[src/rtl/bm_if_result_collector_if.sv]
// Result-sample and drain-port bundle for bm_if_result_collector.
// master: upstream producer plus drain consumer; slave: the collector.
interface bm_if_result_collector_if #(
   parameter int unsigned BITS = 2
);
   logic            in_valid;
   logic [BITS-1:0] res0;
   logic [BITS-1:0] res2;
   logic            res1;
   logic [2*BITS:0] out_data;
   logic            out_valid;
   logic            out_ready;

   modport master (
      output in_valid, res0, res2, res1, out_ready,
      input  out_data, out_valid
   );

   modport slave (
      input  in_valid, res0, res2, res1, out_ready,
      output out_data, out_valid
   );
endinterface

[src/rtl/bm_if_result_collector.sv]
// Captures a programmed number of packed result words into a small FIFO,
// folds each accepted word into an 8-bit MISR and counts accepts/drops.
module bm_if_result_collector #(
   parameter int unsigned BITS  = 2,
   parameter int unsigned DEPTH = 4,
   parameter int unsigned CNT_W = 8
) (
   input  logic                clock,
   input  logic                reset_n,
   input  logic                start_i,
   input  logic [CNT_W-1:0]    capture_len_i,
   bm_if_result_collector_if.slave io,
   output logic [7:0]          signature_o,
   output logic [CNT_W-1:0]    accept_cnt_o,
   output logic [CNT_W-1:0]    drop_cnt_o,
   output logic                busy_o,
   output logic                done_o
);

   localparam int unsigned WordW = 2 * BITS + 1;
   localparam int unsigned PtrW  = (DEPTH > 1) ? $clog2(DEPTH) : 1;
   localparam int unsigned CntW  = PtrW + 1;
   localparam logic [CntW-1:0] FullCnt = CntW'(DEPTH);

   typedef enum logic [1:0] {StIdle, StCapture, StDrain, StDone} state_e;

   state_e                 state_q, state_d;
   logic [WordW-1:0]       mem_q [DEPTH];
   logic [PtrW-1:0]        wr_ptr_q, rd_ptr_q;
   logic [CntW-1:0]        count_q;
   logic [CNT_W-1:0]       len_q, len_d;
   logic [CNT_W-1:0]       accept_cnt_q, accept_cnt_d;
   logic [CNT_W-1:0]       drop_cnt_q, drop_cnt_d;
   logic [7:0]             sig_q, sig_d;
   logic [WordW-1:0]       word;
   logic [7:0]             word_ext;
   logic                   push, pop;

   assign word = {io.res2, io.res0, io.res1};

   always_comb begin
      word_ext = '0;
      word_ext[WordW-1:0] = word;
   end

   // A full FIFO still accepts when the head leaves in the same cycle.
   assign pop  = (count_q != '0) && io.out_ready;
   assign push = (state_q == StCapture) && io.in_valid && ((count_q < FullCnt) || pop);

   always_comb begin
      state_d      = state_q;
      len_d        = len_q;
      accept_cnt_d = accept_cnt_q;
      drop_cnt_d   = drop_cnt_q;
      sig_d        = sig_q;
      unique case (state_q)
         StIdle, StDone: begin
            if (start_i) begin
               len_d        = capture_len_i;
               accept_cnt_d = '0;
               drop_cnt_d   = '0;
               sig_d        = '0;
               state_d      = (capture_len_i != '0) ? StCapture : StDrain;
            end
         end
         StCapture: begin
            if (push) begin
               accept_cnt_d = accept_cnt_q + CNT_W'(1);
               sig_d = {sig_q[6:0], sig_q[7] ^ sig_q[5] ^ sig_q[4] ^ sig_q[3]} ^ word_ext;
               if (accept_cnt_d == len_q) begin
                  state_d = StDrain;
               end
            end else if (io.in_valid && (drop_cnt_q != '1)) begin
               drop_cnt_d = drop_cnt_q + CNT_W'(1);
            end
         end
         StDrain: begin
            if (count_q == '0) begin
               state_d = StDone;
            end
         end
         default: state_d = StIdle;
      endcase
   end

   always_ff @(posedge clock or negedge reset_n) begin
      if (!reset_n) begin
         state_q      <= StIdle;
         len_q        <= '0;
         accept_cnt_q <= '0;
         drop_cnt_q   <= '0;
         sig_q        <= '0;
      end else begin
         state_q      <= state_d;
         len_q        <= len_d;
         accept_cnt_q <= accept_cnt_d;
         drop_cnt_q   <= drop_cnt_d;
         sig_q        <= sig_d;
      end
   end

   always_ff @(posedge clock or negedge reset_n) begin
      if (!reset_n) begin
         for (int unsigned i = 0; i < DEPTH; i++) begin
            mem_q[i] <= '0;
         end
         wr_ptr_q <= '0;
         rd_ptr_q <= '0;
         count_q  <= '0;
      end else begin
         if (push) begin
            mem_q[wr_ptr_q] <= word;
            wr_ptr_q        <= wr_ptr_q + PtrW'(1);
         end
         if (pop) begin
            rd_ptr_q <= rd_ptr_q + PtrW'(1);
         end
         unique case ({push, pop})
            2'b10:   count_q <= count_q + CntW'(1);
            2'b01:   count_q <= count_q - CntW'(1);
            default: count_q <= count_q;
         endcase
      end
   end

   assign io.out_data  = mem_q[rd_ptr_q];
   assign io.out_valid = (count_q != '0);
   assign signature_o  = sig_q;
   assign accept_cnt_o = accept_cnt_q;
   assign drop_cnt_o   = drop_cnt_q;
   assign busy_o       = (state_q == StCapture) || (state_q == StDrain);
   assign done_o       = (state_q == StDone);

endmodule

[src/flat_wrapper.sv]
// flat-port wrapper written by rule: the top's interface ports become plain ports
module bm_if_result_collector_flat 
#(
   parameter int unsigned BITS  = 2,
   parameter int unsigned DEPTH = 4,
   parameter int unsigned CNT_W = 8
)
  (clock, reset_n, start_i, capture_len_i, signature_o, accept_cnt_o, drop_cnt_o, busy_o, done_o, io_in_valid, io_res0, io_res2, io_res1, io_out_ready, io_out_data, io_out_valid);
  bm_if_result_collector_if #(.BITS(BITS)) io_i ();
  input  logic clock;
  input  logic reset_n;
  input  logic start_i;
  input  logic [CNT_W-1:0] capture_len_i;
  output logic [7:0] signature_o;
  output logic [CNT_W-1:0] accept_cnt_o;
  output logic [CNT_W-1:0] drop_cnt_o;
  output logic busy_o;
  output logic done_o;
  input wire logic [$bits(io_i.in_valid)-1:0] io_in_valid;
  input wire logic [$bits(io_i.res0)-1:0] io_res0;
  input wire logic [$bits(io_i.res2)-1:0] io_res2;
  input wire logic [$bits(io_i.res1)-1:0] io_res1;
  input wire logic [$bits(io_i.out_ready)-1:0] io_out_ready;
  output wire logic [$bits(io_i.out_data)-1:0] io_out_data;
  output wire logic [$bits(io_i.out_valid)-1:0] io_out_valid;
  assign io_i.in_valid = io_in_valid;
  assign io_i.res0 = io_res0;
  assign io_i.res2 = io_res2;
  assign io_i.res1 = io_res1;
  assign io_i.out_ready = io_out_ready;
  assign io_out_data = io_i.out_data;
  assign io_out_valid = io_i.out_valid;
  bm_if_result_collector #(.BITS(BITS), .DEPTH(DEPTH), .CNT_W(CNT_W)) u_core (.clock(clock), .reset_n(reset_n), .start_i(start_i), .capture_len_i(capture_len_i), .io(io_i), .signature_o(signature_o), .accept_cnt_o(accept_cnt_o), .drop_cnt_o(drop_cnt_o), .busy_o(busy_o), .done_o(done_o));
endmodule
[config.mk]
export PLATFORM = sky130hd
export DESIGN_NAME = bm_if_result_collector_flat
export DESIGN_NICKNAME = d
export VERILOG_FILES = /design/src/rtl/bm_if_result_collector_if.sv /design/src/rtl/bm_if_result_collector.sv /design/src/flat_wrapper.sv
export SDC_FILE = /design/constraint.sdc
export NUM_CORES = 1
export LEC_CHECK = 0
export BUFFER_PORTS_ARGS = -buffer_cell sky130_fd_sc_hd__buf_4
export CORE_UTILIZATION = 26
export CTS_CLUSTER_SIZE = 24
export DETAILED_ROUTE_END_ITERATION = 6
export PLACE_DENSITY = 0.49
export SKIP_CTS_REPAIR_TIMING = 1
export SLEW_MARGIN = 15
export SYNTH_ARGS = -nofsm -noshare
export SYNTH_HDL_FRONTEND = slang
export SYNTH_SLANG_ARGS = --single-unit
[constraint.sdc]
create_clock -name clock -period 5.9 [get_ports clock]
set_clock_uncertainty 0.1 [all_clocks]
set_input_delay 0.59 -clock clock [delete_from_list [all_inputs] [get_ports clock]]
set_output_delay 0.59 -clock clock [all_outputs]
set_load 0.01 [all_outputs]
Yosys cells after proc, flatten, opt, wreduce, memory -nomap -nowiden

Index checks and enable logic that the tools add are counted.

Reductions and logical operators: 18
Muxes and demuxes: 21
Bitwise logic cells: 6
Add/sub/neg operators: 6
$lt $le $gt $ge: 4
Equal/unequal tests: 13

Operators with widths:

| cell                                                      | number |
|---|---|
| case mux 8 bit (2 select lines)                           | 3 |
| two-way mux 8 bit                                         | 5 |
| bitwise mux 20 bit                                        | 1 |
| adder 8 x 1 -> 8 bit (second input constant)              | 2 |
| two-way mux 5 bit                                         | 3 |
| binary-select mux 5 bit (select 2 bit)                    | 1 |
| demux 5 bit (select 2 bit)                                | 1 |
| two-way mux 2 bit                                         | 5 |
| equality test 8 bit                                       | 1 |
| inequality test 2 bit (second input constant)             | 4 |
| inequality test 8 bit (second input constant)             | 1 |
| AND reduction 4 bit                                       | 2 |
| nonzero test 8 bit                                        | 1 |
| bitwise XOR 8 x 5 -> 8 bit                                | 1 |
| equality test 2 bit (second input constant)               | 3 |
| greater-or-equal comparator 3 bit (second input constant) | 2 |
| NOT 2 -> 3 bit                                            | 2 |
| case mux 2 bit (3 select lines)                           | 1 |
| case mux 3 bit (2 select lines)                           | 1 |
| logical AND 1 bit                                         | 5 |
| adder 2 x 1 -> 2 bit (second input constant)              | 2 |
| equality test 2 x 1 -> 1 bit (second input constant)      | 2 |
| inequality test 2 x 1 -> 1 bit (second input constant)    | 2 |
| nonzero test 2 bit                                        | 2 |
| 12 further kinds                                          | 15 |

Bits in registers: 61
Output and inout port bits: 32
Logic and storage cells: 80
Input port bits: 18

Longest topological paths before layout

Word-level depth: 6
Depth in mapped cells: 12
Depth with buffers taken out: 10

Worst setup path after synthesis

Ideal clock, no wire load.

Path type: input to register
Start point: input port io_out_ready
End point: register u_core.count_q[2]
Buffers on the path: 1
Data arrival time: 2.177 ns
Stages: 10
Required time: 5.721 ns
Setup slack: 3.543 ns
Cells stage by stage: or2b_4 > and3_1 > buf_2 > inv_2 > ha_1 > inv_1 > fa_1 > xor2_1 > nor2_1 > xor2_1

Word-level cells in the longest chain between the ends: 5
Elaborated cells between the ends (all ways): 7
Those cells by class: 2 x eq/ne; 1 x mux; 4 x reduce/logical

Ends and longest elaborated chain:

| item                                                                         | line                          | text |
|---|---|---|
| start: declaration                                                           | flat_wrapper.sv:23            | `input wire logic [$bits(io_i.out_ready)-1:0] io_out_ready;` |
| logical AND 1 bit *                                                          | bm_if_result_collector.sv:47  | `assign pop = (count_q != '0) && io.out_ready;` |
| logical OR 1 bit                                                             | bm_if_result_collector.sv:48  | `assign push = (state_q == StCapture) && io.in_valid && ((count_q < FullCnt) \|\| pop);` |
| logical AND 1 bit                                                            | bm_if_result_collector.sv:48  |  |
| equality test 2 x 1 -> 1 bit / equality test 2 bit (equally long branches)   | bm_if_result_collector.sv:118 | `unique case ({push, pop})` |
| case mux 3 bit (2 select lines) / nonzero test 2 bit (equally long branches) | -                             |  |
| end signal: assignment                                                       | bm_if_result_collector.sv:119 | `2'b10: count_q <= count_q + CntW'(1);` |
| end signal: assignment                                                       | bm_if_result_collector.sv:120 | `2'b01: count_q <= count_q - CntW'(1);` |
| end signal: assignment                                                       | bm_if_result_collector.sv:121 | `default: count_q <= count_q;` |
| end: declaration                                                             | bm_if_result_collector.sv:30  | `logic [CntW-1:0] count_q;` |

Mark *: on every way between the ends. The rest lies on a longest branch, timed or not.
A chain may end at the register's enable or synchronous reset.

Worst setup path after layout

Start point: register u_core.state_q[1]
End point: register u_core.count_q[2]

Word-level cells in the longest chain between the ends: 5
Elaborated cells between the ends (all ways): 7
Those cells by class: 3 x eq/ne; 1 x mux; 3 x reduce/logical

Ends and longest elaborated chain:

| item                                                                         | line                          | text |
|---|---|---|
| start: declaration                                                           | bm_if_result_collector.sv:27  | `state_e state_q, state_d;` |
| start signal: assignment                                                     | bm_if_result_collector.sv:88  | `state_q <= StIdle;` |
| start signal: assignment                                                     | bm_if_result_collector.sv:94  | `state_q <= state_d;` |
| equality test 2 x 1 -> 1 bit *                                               | bm_if_result_collector.sv:48  |  |
| logical AND 1 bit * (2 in a row)                                             | bm_if_result_collector.sv:48  |  |
| equality test 2 x 1 -> 1 bit / equality test 2 bit (equally long branches)   | bm_if_result_collector.sv:118 |  |
| case mux 3 bit (2 select lines) / nonzero test 2 bit (equally long branches) | -                             |  |

Marked as above.

==> reports/metrics.csv <==
stage,metric,value,unit
finish,nFillCells,1183,
worst_setup_path,cp_top_family,adder cells,
pwr,irDropWorstVdd,0.202,mV
sta,finalCriticalPeriod,2.39,ns
placed_design,dpl.hpwl,4950,µm
logic_synthesis,synth-adder-area-share,4.60,%
sta,finalHoldViolCount,0,
route,wl_per_cell,14.5,µm
route,viasPerCell,4.60,
sta,post-route-period-util,40.5,%
floorplanning,die_width,112,µm
worst_setup_path,path_cells,"inv_1, ha_1, and3_1, inv_2, ha_1, inv_1, fa_1, xor2_1, nor2_1, xor2_1",
pwr,power_density,524,nW/µm²
worst_setup_path,start_kind,register,
worst_setup_path,cp.depth,10,
logic_synthesis,postSynthCellCount,278,
worst_setup_path,worst_r2r_path_depth,10,
job,cap_violations,0,
route,dr.pass1.iters,6,
route,via_count,2190,
logic_synthesis,ys_ff_latch,61,
floorplanning,rows,39,
logic_synthesis,yosys.area_share.simple,11.5,%
logic_synthesis,syn_avg_cell_area,11.4,µm²
sta,tightest_slew,1.14,ns
placed_design,place_ws,3.32,ns
worst_setup_path,crit_type,reg2reg,
worst_setup_path,cp_slowest_stage_delay,0.44,ns
logic_synthesis,synth_top_family_by_area,multiplexers,
worst_setup_path,slowest_stage,and3_1,
logic_synthesis,synth_edf_count,0,
worst_setup_path,cp_num_buf_inv,3,
route,wl,6900,µm
sta,setup_viol_count_final,0,
sta,clock.fmax,418,MHz
logic_synthesis,syn_area,3160,µm²
grt,grt_pass1_wl,11800,µm
route,drt_iter0_drc,81,
logic_synthesis,async_flop_share,100,%
floorplanning,start_util,27.2,%
finish,final_area,3980,µm²
finish,nets,357,
status,violations,DRC,
grt,grt_start_max_net_pins,62,
placed_design,port_buffers,49,
worst_setup_path,setup.worst_path.end_class,register,
sta,timing.final.ws_setup,3.51,ns
sta,max_slew_margin,23.8,%
worst_setup_path,path_max_fanout,11,
clock_network,cts_inserted_buffers,9,
grt,antenna_found_initial,0,
clock_network,cts_tree,done,
floorplanning,core_area,11600,µm²
worst_setup_path,cp.required,6.01,ns
clock_network,root_buffer,clkbuf_16,
worst_hold_path,hold_class,in2async,
sta,grt_setup_unrepaired,no,
clock_network,clk_latency,0.33,ns
clock_network,clock_sinks,61,
placed_design,place_area,3650,µm²
logic_synthesis,synth.distinct_cells,48,
logic_synthesis,synth_ff_type,dfrtp_1,
floorplanning,die_h,112,µm
pwr,power.total,2.09,mW
grt,grt_pass1_vias,2245,
floorplanning,die_area,12600,µm²
sta,timing.hold.ws,0.260,ns
floorplanning,num_io_pins,50,
logic_synthesis,syn_nets,307,
worst_setup_path,worstPathArrival,2.50,ns
route,antenna_left,0,
logic_synthesis,ys_warn_count,0,
logic_synthesis,synth-compound-area-share,10.2,%
finish,antenna_cells,0,
status,outcome,"finished, violations left",
logic_synthesis,synth-xor-area-share,7.49,%
clock_network,clk_pin_slew,0.05,ns
sta,drv_slew,0,
grt,grt_overflow,0,
logic_synthesis,seq_area_frac_synth,48.4,%
logic_synthesis,synthMuxAreaShare,15.0,%
clock_network,clk_path_buf_depth,2,
route,drc,1,
pwr,p_leak,1.82,nW
clock_network,h-tree-depth,3,
sta,fin_tns_setup,0,ns
placed_design,gp_congestion,0.730,
finish,syn2layout_area_growth,26.1,%
finish,drive_gt1_share,26.4,%
grt,track_usage,12.2,%
state kept, by name (all words and copies together) (netlist names):
| register | count |
|---|---|
| u_core.drop_cnt_o | 8 |
| u_core.rd_ptr_q | 2 |
| u_core.wr_ptr_q | 2 |
| u_core.signature_o | 8 |
| u_core.len_q | 8 |
| u_core.mem_q | 20 |
| u_core.state_q | 2 |
| u_core.accept_cnt_o | 8 |
| u_core.count_q | 3 |
path summary, 6_finish.rpt:
kind                                    from                    end  slack [ns]
max in group asynchronous            reset_n   u_core.drop_cnt_o[6]        4.94
max                        u_core.state_q[1]      u_core.count_q[2]        3.51
max reg2reg                u_core.state_q[1]      u_core.count_q[2]        3.51
min reg2reg                  u_core.mem_q[4]        u_core.mem_q[4]        0.38
min                                  reset_n  u_core.signature_o[1]        0.26
min in group clock           u_core.mem_q[4]        u_core.mem_q[4]        0.38
final cells by class:
type	instances	area, µm²	area share, %
multi-input cells	196	1540	38.7
clock buffers	12	256	6.44
inverters	11	41.3	1.04
flip-flops and latches	61	1530	38.4
repair buffers	49	368	9.24
well taps	143	179	4.50
clock inverters	4	70.1	1.76
metrics by stage:
step                      utilization (%)  cells
after global placement               31.5    460
final                                34.3    476
after global routing                 34.3    476
after floorplan                         -    278
after detailed placement             31.5    460
after CTS                            34.3    476
power by group:
| part | leakage (nW) | switching (mW) | internal (mW) |
|---|---|---|---|
| clock | 0.163 | 0.185 | 0.391 |
| sequential | 0.779 | 0.132 | 0.575 |
| combinational | 0.874 | 0.386 | 0.418 |
| total | 1.82 | 0.702 | 1.38 |
cell usage after synthesis (all sizes together) (3+ instances only):
cell | number | area share, %
ha | 10 | 4.0
nand3 | 4 | 0.63
dfrtp | 61 | 48
mux2i | 3 | 0.95
mux2 | 29 | 10
o21ai | 24 | 3.8
mux4 | 5 | 3.6
inv | 11 | 1.3
or3 | 3 | 0.75
nand2 | 28 | 3.3
o211ai | 3 | 0.71
buf | 5 | 0.83
nand4 | 3 | 0.59
a22o | 4 | 1.1
xor2 | 13 | 3.6
a21oi | 3 | 0.48
a211oi | 4 | 1.5
and3 | 7 | 1.4
xnor2 | 14 | 3.9
clkbuf | 5 | 0.71
nand2b | 6 | 1.2
nor2 | 16 | 2.0
logic make-up after synthesis:
logic type	after synthesis
and+or+nand+nor	74
DFF	61
AOI/OAI and AO/OA	47
muxes	37
xor gates and xnor gates	27
buffers and inverters	21
adders and majority gates	11
per-layer routing:
metal	global-route usage (%)	vias to the layer above	wire length [µm]
met4	3.47	0	79
met5	0	-	0
met3	4.48	5	272
met2	18.6	43	3100
met1	16.4	1067	3450
li1	-	1075	-
cell usage in the layout, fill, tap and decap left out, drive strengths merged, types with 2 or more instances in the layout:
| cell | instances |
|---|---|
| a21oi | 3 |
| bufinv | 2 |
| nand2 | 28 |
| xor2 | 13 |
| or3 | 3 |
| buf | 49 |
| nor2 | 16 |
| nand3 | 4 |
| mux4 | 5 |
| a211oi | 4 |
| clkbuf | 12 |
| xnor2 | 14 |
| o21ai | 24 |
| nand2b | 6 |
| mux2 | 29 |
| and2 | 2 |
| dfrtp | 61 |
| a22o | 4 |
| and3 | 7 |
| mux2i | 3 |
| inv | 11 |
| ha | 10 |
| clkinv | 2 |
| nand4 | 3 |
| or4 | 2 |
| o211ai | 3 |
Note: power is estimated with default switching activity, not from simulation.
